$ cat src/rtl/m_bus_ctrl_pkg.sv
// m_bus_ctrl_pkg: shared FSM state codes and slave address ranges for the M-stage bus controller
package m_bus_ctrl_pkg;
  localparam logic [1:0] ST_IDLE   = 2'd0;
  localparam logic [1:0] ST_ACCESS = 2'd1;
  localparam logic [1:0] ST_RESP   = 2'd2;
  localparam logic [1:0] ST_ERR    = 2'd3;
  localparam logic [31:0] DM_LO  = 32'h0000_0000;
  localparam logic [31:0] DM_HI  = 32'h0000_2FFF;
  localparam logic [31:0] TC0_LO = 32'h0000_7F00;
  localparam logic [31:0] TC0_HI = 32'h0000_7F0B;
  localparam logic [31:0] TC1_LO = 32'h0000_7F10;
  localparam logic [31:0] TC1_HI = 32'h0000_7F1B;
  localparam logic [31:0] INT_LO = 32'h0000_7F20;
  localparam logic [31:0] INT_HI = 32'h0000_7F23;
  function automatic logic in_rng(input logic [31:0] a, input logic [31:0] lo, input logic [31:0] hi);
    return (a >= lo) && (a <= hi);
  endfunction
endpackage

$ cat src/rtl/m_bus_ctrl_decode.sv
// m_bus_decode: address decode to one-hot {INT,TC1,TC0,DM}; peripherals accept only full-word stores
module m_bus_decode
  import m_bus_ctrl_pkg::*;
(
  input  logic [31:0] i_addr,
  input  logic        i_we,
  input  logic [3:0]  i_byteen,
  output logic [3:0]  o_sel,
  output logic        o_hit
);
  logic w_word;
  assign w_word = !i_we || (i_byteen == 4'b1111);
  assign o_sel  = {in_rng(i_addr, INT_LO, INT_HI) && w_word,
                   in_rng(i_addr, TC1_LO, TC1_HI) && w_word,
                   in_rng(i_addr, TC0_LO, TC0_HI) && w_word,
                   in_rng(i_addr, DM_LO, DM_HI)};
  assign o_hit  = |o_sel;
endmodule

$ cat src/rtl/m_bus_ctrl.sv
// m_bus_ctrl: M-stage memory bus controller (IDLE/ACCESS/RESP/ERR) with flush abort.
// Optional access timeout enabled by defining BUS_TIMEOUT_EN.
module m_bus_ctrl
  import m_bus_ctrl_pkg::*;
#(
  parameter int TIMEOUT_CYC = 16
) (
  input  logic        clk,
  input  logic        reset,
  input  logic        m_req,
  input  logic        m_we,
  input  logic [31:0] m_addr,
  input  logic [31:0] m_wdata,
  input  logic [3:0]  m_byteen,
  input  logic        m_flush,
  output logic        m_stall,
  output logic [31:0] m_rdata,
  output logic        m_err,
  output logic [3:0]  s_sel,
  output logic        s_req,
  output logic        s_we,
  output logic [31:0] s_addr,
  output logic [31:0] s_wdata,
  output logic [3:0]  s_byteen,
  input  logic        s_ack,
  input  logic [31:0] s_rdata
);
  logic [1:0]  r_state;
  logic        r_abort;
  logic        r_err;
  logic [31:0] r_rdata;
  logic [3:0]  w_sel;
  logic        w_hit;
  logic        w_go;
  logic        w_to;
  logic        w_abort;
  m_bus_decode u_dec (
    .i_addr  (m_addr),
    .i_we    (m_we),
    .i_byteen(m_byteen),
    .o_sel   (w_sel),
    .o_hit   (w_hit)
  );
`ifdef BUS_TIMEOUT_EN
  logic [7:0] r_cnt;
  assign w_to = !s_ack && (r_cnt == 8'(TIMEOUT_CYC - 1));
`else
  localparam int unused_timeout = TIMEOUT_CYC;
  assign w_to = 1'b0;
`endif
  assign w_go    = (r_state == ST_IDLE) && m_req && !m_flush;
  assign w_abort = r_abort || m_flush;
  assign m_stall = w_go || (r_state == ST_ACCESS);
  assign m_err   = r_err;
  assign m_rdata = r_rdata;
  always_ff @(posedge clk) begin
    if (reset) begin
      r_state  <= ST_IDLE;
      r_abort  <= 1'b0;
      r_err    <= 1'b0;
      r_rdata  <= '0;
      s_sel    <= '0;
      s_req    <= 1'b0;
      s_we     <= 1'b0;
      s_addr   <= '0;
      s_wdata  <= '0;
      s_byteen <= '0;
`ifdef BUS_TIMEOUT_EN
      r_cnt    <= '0;
`endif
    end else begin
      r_err <= 1'b0;
      case (r_state)
        ST_IDLE: if (w_go && w_hit) begin
          s_req    <= 1'b1;
          s_sel    <= w_sel;
          s_we     <= m_we;
          s_addr   <= m_addr;
          s_wdata  <= m_wdata;
          s_byteen <= m_byteen;
          r_abort  <= 1'b0;
          r_state  <= ST_ACCESS;
`ifdef BUS_TIMEOUT_EN
          r_cnt    <= '0;
`endif
        end else if (w_go) begin
          r_err   <= 1'b1;
          r_rdata <= '0;
          r_state <= ST_ERR;
        end
        ST_ACCESS: if (s_ack) begin
          s_req   <= 1'b0;
          r_abort <= 1'b0;
          r_rdata <= w_abort ? r_rdata : s_rdata;
          r_state <= w_abort ? ST_IDLE : ST_RESP;
        end else if (w_to) begin
          s_req   <= 1'b0;
          r_abort <= 1'b0;
          r_err   <= 1'b1;
          r_rdata <= '0;
          r_state <= ST_ERR;
        end else begin
          r_abort <= w_abort;
`ifdef BUS_TIMEOUT_EN
          r_cnt   <= r_cnt + 8'd1;
`endif
        end
        default: r_state <= ST_IDLE;
      endcase
    end
  end
endmodule

$ cat config.mk
export PLATFORM = sky130hd
export DESIGN_NAME = m_bus_ctrl
export DESIGN_NICKNAME = d
export VERILOG_FILES = /design/src/rtl/m_bus_ctrl_pkg.sv /design/src/rtl/m_bus_ctrl_decode.sv /design/src/rtl/m_bus_ctrl.sv
export SDC_FILE = /design/constraint.sdc
export NUM_CORES = 1
export LEC_CHECK = 0
export CAP_MARGIN = 20
export CORE_MARGIN = 3
export CORE_UTILIZATION = 35
export CTS_BUF_LIST = sky130_fd_sc_hd__clkbuf_16
export CTS_CLUSTER_DIAMETER = 200
export DETAILED_ROUTE_END_ITERATION = 16
export PLACE_DENSITY = 0.78
export SLEW_MARGIN = 0
export SYNTH_ARGS = -nofsm -noshare
export SYNTH_HDL_FRONTEND = slang
export SYNTH_SLANG_ARGS = --single-unit
$ cat constraint.sdc
create_clock -name clk -period 2.1 [get_ports clk]
set_input_delay 0.42 -clock clk [delete_from_list [all_inputs] [get_ports clk]]
set_output_delay 0.42 -clock clk [all_outputs]
set_load 0.03 [all_outputs]
==> run_results.csv, run 1 <==
group,metric,value,unit
synth,synth_nets,526,
sta,slew_headroom,61.6,%
pwr,power.total,4.23,mW
sta,whs,462,ps
pwr,p_leak,2.68,nW
cells_and_area,multi_input_area,2170,sq um
floorplanning,dieArea,13000,sq um
setup_path,path_buf_inv,2,
status,violations,"setup timing",
synth,synthDominantCellAreaShare,54.1,%
synth,synth_area_leaders,"dfxtp_1 (54%), a32o_1 (7.4%), a21oi_1 (7.3%)",
clock_network,root_buffer,"clkbuf_16",
setup_path,crit_path_max_incr_delay,530,ps
route,antenna_left,0,
sta,maxSlewViolCount,0,
setup_path,worstSetupPathType,"flip-flop to flip-flop",
pwr,vdd_ir_drop_max,0.372,mV
floorplanning,pin_count,214,
clock_network,cts_max_path_buffers,2,
global_route,grt_max_degree,54,
min_path,min_path_type,"flip-flop to flip-flop",
status,status,"complete, but fails checks",
sta,rsz0062_at_grt,"true",
global_route,grt_pass1_wl,22700,um
global_route,grt_overflow_total,0,
synth,synth_edf_count,0,
cells_and_area,seqCellArea,2200,sq um
synth,syn_avg_cell_area,9.68,sq um
synth,synth.most_common_cell,"dfxtp_1",
global_route,grt_usage,21.6,%
synth,yosys_most_used_dff,"dfxtp_1",
cells_and_area,drive_above_1_share,29.9,%
cells_and_area,antenna_cells,0,
synth,yosys_warnings,0,
synth,yosys.area.top_type,"dfxtp_1",
setup_path,path_cells,"or4b_4, nand2b_4, a2111o_1, o21ai_4, buf_6, buf_16, a32o_1",
floorplanning,fp.dieH,114,um
sta,final_hold_viol_count,0,
setup_path,cpLargestDelayFamily,"compound AO/OA/AOI/OAI gates",
setup_path,critPathArrivalTime,2440,ps
route,vias_per_cell,5.31,
global_route,antenna_found_initial,0,
setup_path,worst_ep_required_time,2380,ps
synth,ys_types,39,
sta,finalCriticalPeriod,2160,ps
clock_network,numCtsBuffers,9,
pwr,power.density,548,nW/um^2
sta,worstMarginPinSlew,577,ps
route,drt_wl_total,15600,um
clock_network,cts_tree,"built",
cells_and_area,nFillCells,807,
placement,port-buffer-count,213,
setup_path,path_max_fanout,8,
clock_network,cts.clk_slew.worst_paths,70,ps
setup_path,crit_path_top_delay_cell,"or4b_4",
route,drt_first_pass_iters,4,
route,num_vias,4343,
floorplanning,start_util,36.7,%
clock_network,clock_latency,330,ps
floorplanning,die_w,114,um
sta,fmax,462,MHz
global_route,first_global_vias,4380,
floorplanning,row_count,38,
route,wl_per_cell,19.0,um
placement,dpl.hpwl,9860,um
synth,synth_seq_cells,110,
setup_path,worst_setup_path_end_kind,"flip-flop",
cells_and_area,fin_util,69.7,%
synth,async_flop_share,0,%
setup_path,start_kind,"flip-flop",
sta,finalCritPeriodShare,103,%
synth,synthCells,420,
synth,syn_area,4070,sq um
cells_and_area,synthToLayoutAreaGrowth,89.9,%
synth,synth_common_cells,"dfxtp_1 (110), a21oi_1 (59), nand3_1 (55), o21ai_0 (55), a32o_1 (30)",
sta,finClkSkew,7.36,ps
sta,setup_viol,53,
clock_network,h-tree-depth,3,
route,drc,0,
route,drt_iter0_drc,259,
cells_and_area,layout.nets,779,
floorplanning,coreArea,11100,sq um
sta,fin_ws,-64.4,ps
clock_network,clock_sinks,110,
run,drv_cap,0,
synth,yosysSeqAreaShare,54.1,%
placement,place_congestion,0.791,
## routing by layer
layer / track usage, % / up-vias / share of wire, %
li1: - / 2075 / -
met1: 24.8 / 2098 / 39
met2: 39.9 / 153 / 53
met3: 4.99 / 17 / 6.1
met4: 6.25 / 0 / 1.7
met5: 0 / - / 0
## report_power, final
| part | leakage, nW | internal (mW) | switching (mW) |
|---|---|---|---|
| Clock | 0.137 | 0.810 | 0.777 |
| Combinational | 1.65 | 0.288 | 0.253 |
| Sequential | 0.887 | 2.09 | 0.00635 |
| Total | 2.68 | 3.19 | 1.04 |
## cell type report
cell class / instances / area share, %
repair buffers: 280 / 37.4
flip-flops and latches: 110 / 28.5
multi-input cells: 269 / 28.1
clock buffers: 9 / 2.92
well taps: 140 / 2.27
clock inverters: 7 / 0.664
inverters: 3 / 0.146
## what timing repair did
item	in CTS	in global routing
setup endpoints to repair	109	103
gates resized for setup	43	99
pin swaps	34	21
buffers inserted	8	4
cloned	6	6
hold buffers	0	0
## worst paths after layout
kind / startpoint / to / slack (ps) / cells after the start
setup / recovery: r_state[0] / m_rdata[30] / -60 / 7
hold reg to reg: m_rdata[3] / m_rdata[3] / 460 / 2
hold / removal: m_rdata[3] / m_rdata[3] / 460 / 2
setup reg to reg: r_state[0] / m_rdata[30] / -60 / 7
## registers in the layout (all words and copies together), names as in the netlist
signal and flops:
m_rdata 32, s_sel 4, m_err 1, s_req 1, s_wdata 32, r_abort 1
s_we 1, r_state 2, s_addr 32, s_byteen 4
## through the flow
step,cell area (sq um),TNS (ps),setup slack (ps),std cells
2_1_floorplan,4310,-2700,-131,420
3_3_place_gp,6850,-50130,-520,779
3_5_place_dp,6850,-56490,-589,779
4_1_cts,7400,-1880,-85.5,809
5_1_grt,7720,-5500,-109,818
6_report,7720,-1470,-64.4,818
## tightest hold or removal path, cell delays in order, from the launching register on
cell and delay, ps:
dfxtp_1 310, nand2_1 50, mux2i_1 60
## logic make-up (layout without fill, tap and decap cells)
kind of cell | count (synthesis) | in the layout | synth area share (%)
AO/OA/AOI/OAI | 159 | 161 | 25.3
flip-flops | 110 | 110 | 54.1
AND/OR/NAND/NOR | 106 | 106 | 14.7
buffers and inverters | 43 | 299 | 5.32
multiplexers | 2 | 2 | 0.492
## cell usage in the layout, fill, tap and decap left out, types with 3 or more instances in the layout
cell / netlist / routed
clkdlybuf4s50_1: 0 / 191
dfxtp_1: 110 / 108
nand3_2: 0 / 49
buf_4: 0 / 43
a21oi_1: 59 / 39
a32o_1: 30 / 30
o21ai_1: 1 / 30
a21oi_2: 0 / 20
o21ai_2: 0 / 13
clkbuf_16: 0 / 13
and2_4: 10 / 12
o21ai_0: 55 / 12
dlygate4sd2_1: 0 / 12
nand2_1: 10 / 9
buf_6: 6 / 9
buf_12: 0 / 7
dlymetal6s2s_1: 0 / 6
and2_1: 7 / 5
nand3_1: 55 / 4
nor4_2: 0 / 4
nor2_1: 5 / 4
nor3_1: 4 / 3
inv_1: 2 / 3
a21oi_4: 1 / 3
clkinv_4: 0 / 3
buf_16: 0 / 3
Power figures use the tool's default switching activity.
==> run 2: changes to the inputs <==
--- a/config.mk
+++ b/config.mk
@@ -6,12 +6,12 @@
 export NUM_CORES = 1
 export LEC_CHECK = 0
 export CAP_MARGIN = 20
-export CORE_MARGIN = 3
 export CORE_UTILIZATION = 35
 export CTS_BUF_LIST = sky130_fd_sc_hd__clkbuf_16
 export CTS_CLUSTER_DIAMETER = 200
 export DETAILED_ROUTE_END_ITERATION = 16
 export PLACE_DENSITY = 0.78
+export SETUP_SLACK_MARGIN = 0.1
 export SLEW_MARGIN = 0
 export SYNTH_ARGS = -nofsm -noshare
 export SYNTH_HDL_FRONTEND = slang
==> run_results.csv, run 2 (synthesized netlist as in run 1, its figures left out) <==
group,metric,value,unit
global_route,grt_usage,24.4,%
sta,rsz0062_at_grt,"true",
sta,fmax,450,MHz
min_path,hold_depth,3,
cells_and_area,final_common_cell,"clkdlybuf4s50_1",
setup_path,worst_setup_path_end_kind,"flip-flop",
setup_path,path_cells,"or4b_4, nand2b_4, buf_4, a2111oi_4, buf_6, clkbuf_16, nand3_2, a21oi_2",
placement,dpl.hpwl,9840,um
clock_network,clock_latency,350,ps
clock_network,cts_max_path_buffers,2,
pwr,intPower,3.24,mW
route,drt_wl_total,16000,um
pwr,vdd_ir_drop_max,0.513,mV
setup_path,r2r.worst_path.cells,8,
sta,final_hold_viol_count,0,
sta,slew_headroom,53.2,%
cells_and_area,fin_util,70.8,%
min_path,min_to,"s_addr[14]",
run,drv_cap,0,
setup_path,worst_ep_required_time,2380,ps
setup_path,crit_path_top_delay_cell,"or4b_4",
pwr,power_frac_comb,13.4,%
min_path,hold_start,"m_addr[14]",
setup_path,r2r_slack,-120,ps
setup_path,start_kind,"flip-flop",
floorplanning,die_w,110,um
route,drt_iter0_drc,268,
clock_network,cts_tree,"built",
sta,finClkSkew,6.89,ps
route,drt_first_pass_iters,4,
route,num_vias,4501,
setup_path,worstSetupStartpoint,"r_state[0]",
sta,worstMarginPinSlew,701,ps
pwr,p_leak,2.77,nW
sta,fin_setup_tns,-4930,ps
floorplanning,coreArea,11400,sq um
sta,maxSlewViolCount,0,
sta,setup_viol,82,
status,violations,"setup timing",
global_route,first_global_vias,4393,
floorplanning,fp.dieH,110,um
cells_and_area,antenna_cells,0,
pwr,clockPowerShare,38.4,%
route,drc,0,
pwr,power_switching_share,25.6,%
cells_and_area,layout_common_cells,"clkdlybuf4s50_1 (195), dfxtp_1 (108), nand3_2 (48), a21oi_2 (45), buf_4 (40)",
route,vias_per_cell,5.42,
cells_and_area,drive_above_1_share,35.7,%
cells_and_area,synthToLayoutAreaGrowth,98.0,%
sta,finalCriticalPeriod,2220,ps
setup_path,rr_startpoint,"r_state[0]",
clock_network,root_buffer,"clkbuf_16",
clock_network,h-tree-depth,3,
floorplanning,pin_count,214,
setup_path,path_max_fanout,8,
floorplanning,dieArea,12100,sq um
route,antenna_left,0,
global_route,grt_overflow_total,0,
placement,place_congestion,0.775,
pwr,power.density,541,nW/um^2
global_route,antenna_found_initial,0,
cells_and_area,nFillCells,790,
clock_network,numCtsBuffers,9,
setup_path,rr_endpoint,"s_wdata[16]",
min_path,min_path_type,"primary input to flip-flop",
global_route,grt_pass1_wl,22400,um
floorplanning,row_count,39,
sta,fin_ws,-123,ps
route,wl_per_cell,19.2,um
cells_and_area,layout.nets,788,
sta,whs,452,ps
clock_network,cts.clk_slew.worst_paths,80,ps
sta,finalCritPeriodShare,106,%
placement,port-buffer-count,213,
setup_path,crit_path_max_incr_delay,530,ps
clock_network,clock_sinks,110,
pwr,pwr-share-seq,48.2,%
setup_path,worstSetupPathType,"flip-flop to flip-flop",
global_route,grt_max_degree,28,
floorplanning,start_util,35.8,%
status,status,"complete, but fails checks",
pwr,p_sw,1.12,mW
setup_path,critPathArrivalTime,2500,ps
## run 2: worst max-delay path by stage
stage / endpoint / cells past startpoint
2_1_floorplan: s_addr[17] / 6
3_3_place_gp: m_rdata[3] / 7
3_5_place_dp: m_rdata[3] / 7
4_1_cts: m_rdata[15] / 8
5_1_grt: m_rdata[15] / 8
6_report: s_wdata[16] / 8
## run 2: cell type report
| type | count | area [sq um] | area share, % |
|---|---|---|---|
| clock inverter | 7 | 67.6 | 0.839 |
| inverter | 3 | 11.3 | 0.140 |
| multi-input combinational | 270 | 2290 | 28.4 |
| tap | 143 | 179 | 2.22 |
| sequential | 110 | 2200 | 27.4 |
| timing repair buffer | 288 | 3080 | 38.2 |
| clock buffer | 9 | 225 | 2.80 |
## run 2: worst max-delay path, delay by kind of cell (launching register included)
| family | cells | cell delay [ps] |
|---|---|---|
| buffers and inverters | 3 | 590 |
| and+or+nand+nor | 3 | 780 |
| DFF | 1 | 320 |
| AOI/OAI and AO/OA | 2 | 460 |
## run 2: metal layers
layer  GRT usage, %  up-vias  wire length [um]
met3           6.28       33               891
met2           40.5      170              7920
met4           10.1        0               392
li1               -     2095                 -
met5              0        -                 0
met1           29.9     2203              6750
## run 2: power groups by stage
stage	clock network, mW	registers (mW)	logic (mW)
2_1_floorplan	0	2.17	0.142
3_3_place_gp	0	2.15	0.478
3_5_place_dp	0	2.15	0.487
4_1_cts	1.70	2.10	0.562
5_1_grt	1.80	2.10	0.610
6_report	1.67	2.10	0.582
## run 2: through the flow
| step | total power [mW] | cell area [sq um] | instances | setup WS [ps] |
|---|---|---|---|---|
| 3_5_place_dp | 2.64 | 6890 | 784 | -753 |
| 4_1_cts | 4.36 | 7710 | 824 | -128 |
| 5_1_grt | 4.51 | 8060 | 830 | -183 |
| 6_report | 4.36 | 8060 | 830 | -123 |
| 3_3_place_gp | 2.63 | 6890 | 784 | -634 |
| 2_1_floorplan | 2.31 | 4350 | 420 | -130 |
## run 2: timing repair
item / CTS / global route
hold buffers: 0 / 0
gates resized for setup: 125 / 66
buffers inserted: 14 / 4
endpoints found under the setup margin: 110 / 110
pin swaps: 55 / 13
cloned: 10 / 5
